**config.mk**
```make
export PLATFORM = sky130hd
export DESIGN_NAME = alu_issue_seq
export DESIGN_NICKNAME = d
export VERILOG_FILES = /design/src/rtl/alu_issue_seq.sv
export SDC_FILE = /design/constraint.sdc
export NUM_CORES = 1
export LEC_CHECK = 0
export ABC_AREA = 1
export CORE_MARGIN = 3
export CORE_UTILIZATION = 40
export CTS_CLUSTER_SIZE = 24
export DETAILED_ROUTE_END_ITERATION = 10
export GPL_ROUTABILITY_DRIVEN = 0
export HOLD_SLACK_MARGIN = 0.03
export PLACE_DENSITY_LB_ADDON = 0.08
export SKIP_LAST_GASP = 1
export SYNTH_ARGS = -nofsm -noshare
export SYNTH_HDL_FRONTEND = slang
export SYNTH_SLANG_ARGS = --single-unit
```
**constraint.sdc**
```tcl
create_clock -name clk -period 1.9 [get_ports clk]
set_input_delay 0.19 -clock clk [delete_from_list [all_inputs] [get_ports clk]]
set_output_delay 0.19 -clock clk [all_outputs]
set_load 0.005 [all_outputs]
```
**src/rtl/alu_issue_seq.sv**
```systemverilog
// rtl/alu_issue_seq.sv - issue-side sequencer driving the registered ALU for RV32I OP/OP-IMM
//
// Accepts one decoded OP/OP-IMM instruction, presents operands and op to a
// registered ALU, collects the result and writes rd back to the register file.
//
// Ports:
//   clk, reset                 core clock, synchronous active-high reset
//   instr_valid/instr_ready    instruction handshake; instr holds the RV32I word
//   rs1_addr/rs2_addr          register-file read addresses (combinational from instr)
//   rs1_data/rs2_data          register-file read data, valid with the addresses
//   alu_oprand1/2, alu_op      operands and operation to the ALU
//   alu_result                 ALU result, valid ALU_LAT cycles after presentation
//   rd_we/rd_addr/rd_wdata     register-file write port, rd_we is a 1-cycle pulse
//   done, illegal              retire pulse; illegal marks an unsupported instruction

module alu_issue_seq #(
    parameter int XLEN    = 32,
    parameter int ALU_LAT = 1
) (
    input  logic            clk,
    input  logic            reset,
    input  logic            instr_valid,
    output logic            instr_ready,
    input  logic [31:0]     instr,
    output logic [4:0]      rs1_addr,
    output logic [4:0]      rs2_addr,
    input  logic [XLEN-1:0] rs1_data,
    input  logic [XLEN-1:0] rs2_data,
    output logic [XLEN-1:0] alu_oprand1,
    output logic [XLEN-1:0] alu_oprand2,
    output logic [3:0]      alu_op,
    input  logic [XLEN-1:0] alu_result,
    output logic            rd_we,
    output logic [4:0]      rd_addr,
    output logic [XLEN-1:0] rd_wdata,
    output logic            done,
    output logic            illegal
);

    // ALU operation codes shared with the ALU
    localparam logic [3:0] ALUOP_NON = 4'd0;
    localparam logic [3:0] ALUOP_ADD = 4'd1;
    localparam logic [3:0] ALUOP_SUB = 4'd2;
    localparam logic [3:0] ALUOP_AND = 4'd3;
    localparam logic [3:0] ALUOP_OR  = 4'd4;
    localparam logic [3:0] ALUOP_XOR = 4'd5;
    localparam logic [3:0] ALUOP_SLL = 4'd6;
    localparam logic [3:0] ALUOP_SRL = 4'd7;
    localparam logic [3:0] ALUOP_SRA = 4'd8;

    localparam logic [6:0] OPC_OP     = 7'b0110011;
    localparam logic [6:0] OPC_OP_IMM = 7'b0010011;
    localparam logic [6:0] F7_ZERO    = 7'b0000000;
    localparam logic [6:0] F7_ALT     = 7'b0100000;

    localparam int CW = (ALU_LAT > 1) ? $clog2(ALU_LAT) : 1;

    typedef enum logic [1:0] {
        S_IDLE,
        S_EXEC,
        S_WAIT,
        S_WB
    } state_t;

    state_t state, state_nxt;

    logic [CW-1:0]   wait_cnt;
    logic            wait_last;

    logic [6:0]      opcode;
    logic [2:0]      funct3;
    logic [6:0]      funct7;
    logic            is_op;
    logic            is_imm;
    logic            dec_legal;
    logic [3:0]      dec_op;
    logic [XLEN-1:0] dec_op2;

    assign opcode   = instr[6:0];
    assign funct3   = instr[14:12];
    assign funct7   = instr[31:25];
    assign rs1_addr = instr[19:15];
    assign rs2_addr = instr[24:20];

    assign instr_ready = (state == S_IDLE);
    assign wait_last   = (wait_cnt == CW'(ALU_LAT - 1));

    // Decode: for OP-IMM the funct7 field is only meaningful on shifts;
    // elsewhere it is part of the immediate.
    always_comb begin
        dec_legal = 1'b0;
        dec_op    = ALUOP_NON;
        dec_op2   = rs2_data;
        is_op     = (opcode == OPC_OP);
        is_imm    = (opcode == OPC_OP_IMM);
        if (is_imm) begin
            dec_op2 = {{(XLEN-12){instr[31]}}, instr[31:20]};
        end
        if (is_op || is_imm) begin
            case (funct3)
                3'b000: begin
                    if (is_imm || funct7 == F7_ZERO) begin
                        dec_legal = 1'b1;
                        dec_op    = ALUOP_ADD;
                    end else if (funct7 == F7_ALT) begin
                        dec_legal = 1'b1;
                        dec_op    = ALUOP_SUB;
                    end
                end
                3'b111: begin
                    if (is_imm || funct7 == F7_ZERO) begin
                        dec_legal = 1'b1;
                        dec_op    = ALUOP_AND;
                    end
                end
                3'b110: begin
                    if (is_imm || funct7 == F7_ZERO) begin
                        dec_legal = 1'b1;
                        dec_op    = ALUOP_OR;
                    end
                end
                3'b100: begin
                    if (is_imm || funct7 == F7_ZERO) begin
                        dec_legal = 1'b1;
                        dec_op    = ALUOP_XOR;
                    end
                end
                3'b001: begin
                    if (is_imm) begin
                        dec_op2 = {{(XLEN-5){1'b0}}, instr[24:20]};
                    end
                    if (funct7 == F7_ZERO) begin
                        dec_legal = 1'b1;
                        dec_op    = ALUOP_SLL;
                    end
                end
                3'b101: begin
                    if (is_imm) begin
                        dec_op2 = {{(XLEN-5){1'b0}}, instr[24:20]};
                    end
                    if (funct7 == F7_ZERO) begin
                        dec_legal = 1'b1;
                        dec_op    = ALUOP_SRL;
                    end else if (funct7 == F7_ALT) begin
                        dec_legal = 1'b1;
                        dec_op    = ALUOP_SRA;
                    end
                end
                default: begin
                    dec_legal = 1'b0;
                end
            endcase
        end
    end

    always_ff @(posedge clk) begin
        if (reset) begin
            state <= S_IDLE;
        end else begin
            state <= state_nxt;
        end
    end

    always_comb begin
        state_nxt = state;
        case (state)
            S_IDLE: begin
                if (instr_valid) begin
                    // Illegal instructions skip the ALU entirely
                    state_nxt = dec_legal ? S_EXEC : S_WB;
                end
            end
            S_EXEC:  state_nxt = S_WAIT;
            S_WAIT:  state_nxt = wait_last ? S_WB : S_WAIT;
            S_WB:    state_nxt = S_IDLE;
            default: state_nxt = S_IDLE;
        endcase
    end

    // Outputs are registered; the pulses are armed on the edge entering WB
    // so they are visible exactly during the WB cycle.
    always_ff @(posedge clk) begin
        if (reset) begin
            alu_op      <= ALUOP_NON;
            alu_oprand1 <= '0;
            alu_oprand2 <= '0;
            rd_we       <= 1'b0;
            rd_addr     <= '0;
            rd_wdata    <= '0;
            done        <= 1'b0;
            illegal     <= 1'b0;
            wait_cnt    <= '0;
        end else begin
            rd_we   <= 1'b0;
            done    <= 1'b0;
            illegal <= 1'b0;
            case (state)
                S_IDLE: begin
                    if (instr_valid) begin
                        rd_addr <= instr[11:7];
                        if (dec_legal) begin
                            alu_op      <= dec_op;
                            alu_oprand1 <= rs1_data;
                            alu_oprand2 <= dec_op2;
                        end else begin
                            done    <= 1'b1;
                            illegal <= 1'b1;
                        end
                    end
                end
                S_EXEC: begin
                    // ALU has sampled; drop the op so it holds its result
                    alu_op   <= ALUOP_NON;
                    wait_cnt <= '0;
                end
                S_WAIT: begin
                    if (wait_last) begin
                        rd_wdata <= alu_result;
                        rd_we    <= (rd_addr != 5'd0);
                        done     <= 1'b1;
                    end else begin
                        wait_cnt <= wait_cnt + 1'b1;
                    end
                end
                default: begin
                end
            endcase
        end
    end

endmodule

```
==> results of run 1 <==
-- worst paths after layout --
kind,cells after the start,endpoint,slack [ps],startpoint
worst max-delay path,3,instr_ready,190,state[0]$_SDFFE_PP0P_
worst min-delay path,0,rs1_addr[0],380,instr[15]
worst max register to register,9,alu_oprand2[5]$_SDFFE_PP0P_,280,state[0]$_SDFFE_PP0P_
worst min register to register,2,alu_oprand2[15]$_SDFFE_PP0P_,460,alu_oprand2[15]$_SDFFE_PP0P_
-- Yosys cell counts, drive strengths merged --
| library cell | count |
|---|---|
| ha | 3 |
| a221oi | 1 |
| a21oi | 73 |
| nor2 | 92 |
| or2 | 6 |
| inv | 36 |
| nor3 | 1 |
| o311ai | 1 |
| buf | 32 |
| dfxtp | 110 |
| clkbuf | 27 |
| nand2 | 164 |
| nor4 | 1 |
| a22o | 1 |
| clkinv | 1 |
| nand4 | 58 |
| nand3 | 17 |
| o21ai | 43 |
-- report_power, final --
part | switching [uW] | internal [uW]
Sequential | 148 | 2630
Clock | 899 | 1160
Combinational | 1010 | 1100
-- sequential cells by signal, indices dropped and copies added (netlist names) --
| name | count |
|---|---|
| illegal | 1 |
| rd_addr | 5 |
| alu_oprand1 | 32 |
| alu_op | 4 |
| state | 2 |
| alu_oprand2 | 32 |
| rd_we | 1 |
| rd_wdata | 32 |
| done | 1 |
-- cells by family (layout without fill, tap and decap cells) --
family,Yosys count,count (layout),share of synthesized area
compound gates,119,119,0.1262
fa+ha+maj,3,3,0.007805
flops,110,110,0.4579
simple gates,339,339,0.3124
buf+inv,96,317,0.09573
-- critical path, delay by kind of cell (launching register included) --
kind,cells,cell delay [ps]
adders and majority gates,1,210
DFF,1,320
buffers and inverters,2,640
-- layout make-up --
class,count,area [um2]
Fill cell,991,3920
Timing Repair Buffer,264,2650
Clock inverter,7,97.59
Tap cell,143,178.9
Multi-Input combinational cell,461,2152
Clock buffer,9,225.2
Inverter,37,138.9
Sequential cell,110,2202
-- stage by stage --
stage                     TNS, ps    util  power [uW]  cell area (um2)
after floorplan                 0       -        3692             4810
after global routing            0  0.6610        7339             7645
after CTS                       0  0.6610        7020             7645
after detailed placement    -4947  0.6331        4937             7322
final                           0  0.6610        6944             7645
after global placement     -35.36  0.6331        4883             7322
-- routing by layer --
metal,GRT usage,vias to the layer above,routed length (um)
li1,-,2614,-
met1,0.2807,2427,6416
met2,0.3924,210,7671
met3,0.06057,31,1334
met4,0.09126,0,376
met5,0,-,0
==> impl_metrics.csv, run 1 <==
group,metric,value,unit
cts,cts_hold_buf,0,
run,drv_cap,0,
layout,final_cell_mix,"238 x clkdlybuf4s50_1, 162 x nand2_1, 110 x dfxtp_1",
layout,nets,1017,
global_routing,grt.total_usage,0.2312,
setup_path,crit_path_end_kind,"output port",
synth,avgSynthCellArea,7.211,um2
cts,insertion_delay,350,ps
die,core,11560,um2
die,die_width,115.7,um
die,rows,39,
global_routing,grt_overflow,0,
synth,synth_nets,801,
sta,tightestPinTransition,650.5,ps
cts,postCtsSetupBuffers,0,
placement,dpl_worst_slack,-100.3,ps
placement,port_buffers,239,
die,dieArea,13380,um2
sta,fin_ws,190.6,ps
sta,worst_hold_slack,380.0,ps
layout,fin_cells,1031,
setup_path,start_kind,"register",
sta,finalHoldViolCount,0,
drt,drtIter0Drc,516,
synth,ys_warn_count,0,
drt,first_pass_iters,6,
placement,place_inst,1015,
setup_path,cp_cell_sequence,"inv_1 > ha_1 > clkdlybuf4s50_1",
pwr,leakage,0.003087,uW
die,die_height,115.7,um
synth,synth_cells,667,
sta,rsz0062_at_grt,"no",
cts,cts_tree,"done",
status,status,"complete, no violations",
sta,fin_crit_sh,0.8997,
setup_path,cp_slowest_stage_delay,540,ps
sta,maxSlewViolCount,0,
setup_path,cpMaxStageDelayCell,"clkdlybuf4s50_1",
cts,clockBufferDepth,2,
die,ioPinCount,250,
global_routing,grt_pass1_wl,24900,um
cts,post_cts_resized,0,
setup_path,path_class,"register to output port",
drt,detail-route-antenna-nets,0,
placement,dp_hpwl,11060,um
synth,netlist_area,4810,um2
layout,syn_to_final_growth,58.95,%
drt,routed_wl,15800,um
sta,maxSlewHeadroom,0.5663,
drt,viasPerCell,5.123,
sta,fin_skew,7.986,ps
cts,h-tree-depth,3,
drt,drc,0,
layout,final_common_cell,"clkdlybuf4s50_1",
global_routing,grt_antenna_before_repair,0,
cts,numCtsBuffers,9,
layout,drive_above_1_share,0.06644,
drt,wire_per_inst,15.32,um
pwr,p_per_area,908.3,nW/um2
sta,fmax,585.0,MHz
synth,synth_top_cell_by_area,"dfxtp_1",
worst_hold_path,min_path_type,"input pin to output port",
layout,antenna_cells,0,
global_routing,grt_pass1_vias,5173,
synth,synth_cell_types,26,
cts,cts_num_sinks,110,
pwr,ir_worst_vdd,0.8930,mV
die,initial_core_util,0.4159,
global_routing,grt_max_degree,71,
setup_path,cp_max_fo,3,
setup_path,required,1710,ps
synth,synth_seq_cells,110,
synth,synth_top_area_share,0.4579,
sta,setup_violations,0,
setup_path,cp.arrival,1520,ps
drt,num_vias,5282,
sta,fin_crit,1709,ps
synth,ys_seq_area_frac,0.4579,
cts,cts_root_buffer,"clkbuf_16",
synth,ys_top_cells_by_area,"dfxtp_1 46%, nand2_1 13%, a21oi_1 7.6%, nand4_1 7.5%, nor2_1 6.9%",
cts,path_clk_slew,70,ps
No activity file was read; power rests on OpenSTA's default activity.
==> run 2, diff against run 1 <==
--- a/config.mk
+++ b/config.mk
@@ -13,6 +13,7 @@
 export GPL_ROUTABILITY_DRIVEN = 0
 export HOLD_SLACK_MARGIN = 0.03
 export PLACE_DENSITY_LB_ADDON = 0.08
+export REMOVE_ABC_BUFFERS = 1
 export SKIP_LAST_GASP = 1
 export SYNTH_ARGS = -nofsm -noshare
 export SYNTH_HDL_FRONTEND = slang
==> constraint.sdc (replaced) <==
create_clock -name clk -period 1.9 [get_ports clk]
set_input_delay 0.285 -clock clk [delete_from_list [all_inputs] [get_ports clk]]
set_output_delay 0.285 -clock clk [all_outputs]
set_load 0.005 [all_outputs]
==> run 2 against run 1 <==
  * Non-clock buffer count is 7 higher
  * Design area is 0.65% higher
  * Critical path depth stayed put
  * First-iteration DRC count is 16% lower
  * Clock skew is 3.5 ps lower
  * Largest power group unchanged
==> impl_metrics.csv, run 2 (same netlist as run 1, synthesis figures left out) <==
group,metric,value,unit
global_routing,grt_max_degree,63,
pwr,ir_worst_vdd,0.5924,mV
sta,fin_skew,4.517,ps
setup_path,worstSetupStartpoint,"state[0]$_SDFFE_PP0P_",
placement,dp_hpwl,11060,um
setup_path,cp_slowest_stage_delay,540,ps
cts,h-tree-depth,3,
global_routing,grt_overflow,0,
setup_path,path_buf_inv,2,
setup_path,r2r_setup_slack,290,ps
global_routing,grt_antenna_before_repair,1,
cts,cts_tree,"done",
layout,seqCellArea,2202,um2
sta,fin_crit_sh,0.9545,
setup_path,crit_path_end_kind,"output port",
drt,viasPerCell,5.190,
setup_path,cpMaxStageDelayCell,"clkdlybuf4s50_1",
setup_path,path_class,"register to output port",
global_routing,grt.total_usage,0.2284,
sta,rsz0062_at_grt,"no",
layout,final_util,0.6654,
drt,drtIter0Drc,436,
sta,setup_violations,0,
sta,maxSlewViolCount,0,
sta,fmax,551.4,MHz
cts,path_clk_slew,70,ps
drt,detail-route-antenna-nets,0,
die,initial_core_util,0.4159,
layout,fillers,1010,
global_routing,grt_pass1_vias,5138,
setup_path,cp_max_fo,3,
setup_path,r2r_end,"alu_oprand1[3]$_SDFFE_PP0P_",
sta,worst_hold_slack,459.4,ps
cts,insertion_delay,350,ps
pwr,p_per_area,876.7,nW/um2
sta,tightestPinTransition,650.3,ps
layout,final_cell_mix,"238 x clkdlybuf4s50_1, 162 x nand2_1, 110 x dfxtp_1",
drt,routed_wl,15640,um
sta,finalHoldViolCount,0,
layout,final_common_cell,"clkdlybuf4s50_1",
setup_path,critPathTopFamily,"buffers and inverters",
global_routing,grt_pass1_wl,24640,um
status,status,"complete, no violations",
setup_path,start_kind,"register",
die,ioPinCount,250,
cts,cts_root_buffer,"clkbuf_16",
pwr,leakage,0.003114,uW
die,die_width,115.7,um
layout,nets,1024,
setup_path,required,1620,ps
layout,drive_above_1_share,0.07383,
drt,drc,0,
layout,reg_top3,"alu_oprand1 (32), alu_oprand2 (32), rd_wdata (32)",
cts,cts_num_sinks,110,
layout,multi_input_area,2157,um2
setup_path,crit_path_end,"instr_ready",
setup_path,cp_cell_sequence,"inv_1 > ha_1 > clkdlybuf4s50_1",
layout,syn_to_final_growth,59.99,%
drt,num_vias,5387,
setup_path,reg2reg_from,"state[0]$_SDFFE_PP0P_",
sta,fin_crit,1813,ps
setup_path,r2r_cells,9,
pwr,power,6746,uW
setup_path,crit_cells,3,
setup_path,cp.arrival,1530,ps
cts,numCtsBuffers,9,
worst_hold_path,min_path_type,"register to register",
sta,maxSlewHeadroom,0.5665,
run,drv_cap,0,
placement,port_buffers,239,
die,die_height,115.7,um
drt,wire_per_inst,15.07,um
drt,first_pass_iters,7,
die,dieArea,13380,um2
die,rows,39,
cts,postCtsSetupBuffers,0,
cts,clockBufferDepth,2,
die,core,11560,um2
cts,cts_hold_buf,0,
run 2: cell count changes in the layout (fill, tap and decap cells not counted):
cell / delta
buf_12: +1
buf_4: +6
bufinv_16: -1
clkbuf_1: +1
clkbuf_8: +2
clkinv_2: -1
clkinvlp_4: -1
diode_2: +1
inv_8: -1
nor2_1: -2
nor2_2: +2
run 2: how the worst min path moves through the flow:
stage,from,to,slack (ps),depth (start not counted)
finish,alu_oprand2[15]$_SDFFE_PP0P_,alu_oprand2[15]$_SDFFE_PP0P_,460,2
global route,alu_oprand2[1]$_SDFFE_PP0P_,alu_oprand2[1]$_SDFFE_PP0P_,480,2
CTS,alu_oprand2[28]$_SDFFE_PP0P_,alu_oprand2[28]$_SDFFE_PP0P_,460,2
detailed placement,alu_oprand2[28]$_SDFFE_PP0P_,alu_oprand2[28]$_SDFFE_PP0P_,450,2
global placement,alu_oprand2[20]$_SDFFE_PP0P_,alu_oprand2[20]$_SDFFE_PP0P_,450,2
floorplan,reset,alu_oprand1[0]$_SDFFE_PP0P_,350,1
run 2: cell type report:
cell class | count | area share
Antenna cell | 1 | 0.0003252
Clock buffer | 12 | 0.03333
Clock inverter | 3 | 0.005691
Inverter | 37 | 0.01805
Multi-Input combinational cell | 461 | 0.2803
Sequential cell | 110 | 0.2862
Tap cell | 143 | 0.02325
Timing Repair Buffer | 271 | 0.3528
run 2: where the power goes:
group | internal, uW | leakage (uW) | switching, uW
Sequential | 2630 | 0.000893 | 154
Combinational | 1070 | 0.00207 | 980
Clock | 1090 | 0.000149 | 826
Total | 4790 | 0.00311 | 1960
run 2: timing repair:
item                                   4_1_cts  5_1_grt
endpoints found under the hold margin        0        0
setup endpoints to repair                    0        4
resized for setup                            0        2
run 2: stage by stage:
step / area, um2 / std cells / setup TNS [ps] / worst slack (ps)
2_1_floorplan: 4488 / 608 / -69150 / -1054
5_1_grt: 7695 / 1038 / 0 / 4.425
3_5_place_dp: 7387 / 1022 / -12880 / -223.8
6_report: 7695 / 1038 / 0 / 86.51
3_3_place_gp: 7387 / 1022 / -9683 / -161.3
4_1_cts: 7687 / 1037 / 0 / 69.45
run 2: tightest hold or removal path: stages, from the launching register on:
cell	delay, ps
dfxtp_1	310
nand2_1	60
a21oi_1	50
run 2: layer usage:
metal / up-vias / GRT usage / wire length, um
met4: 0 / 0.09899 / 453
met3: 30 / 0.07102 / 1549
li1: 2638 / - / -
met5: - / 0 / 0
met2: 236 / 0.3773 / 7317
met1: 2483 / 0.2752 / 6321
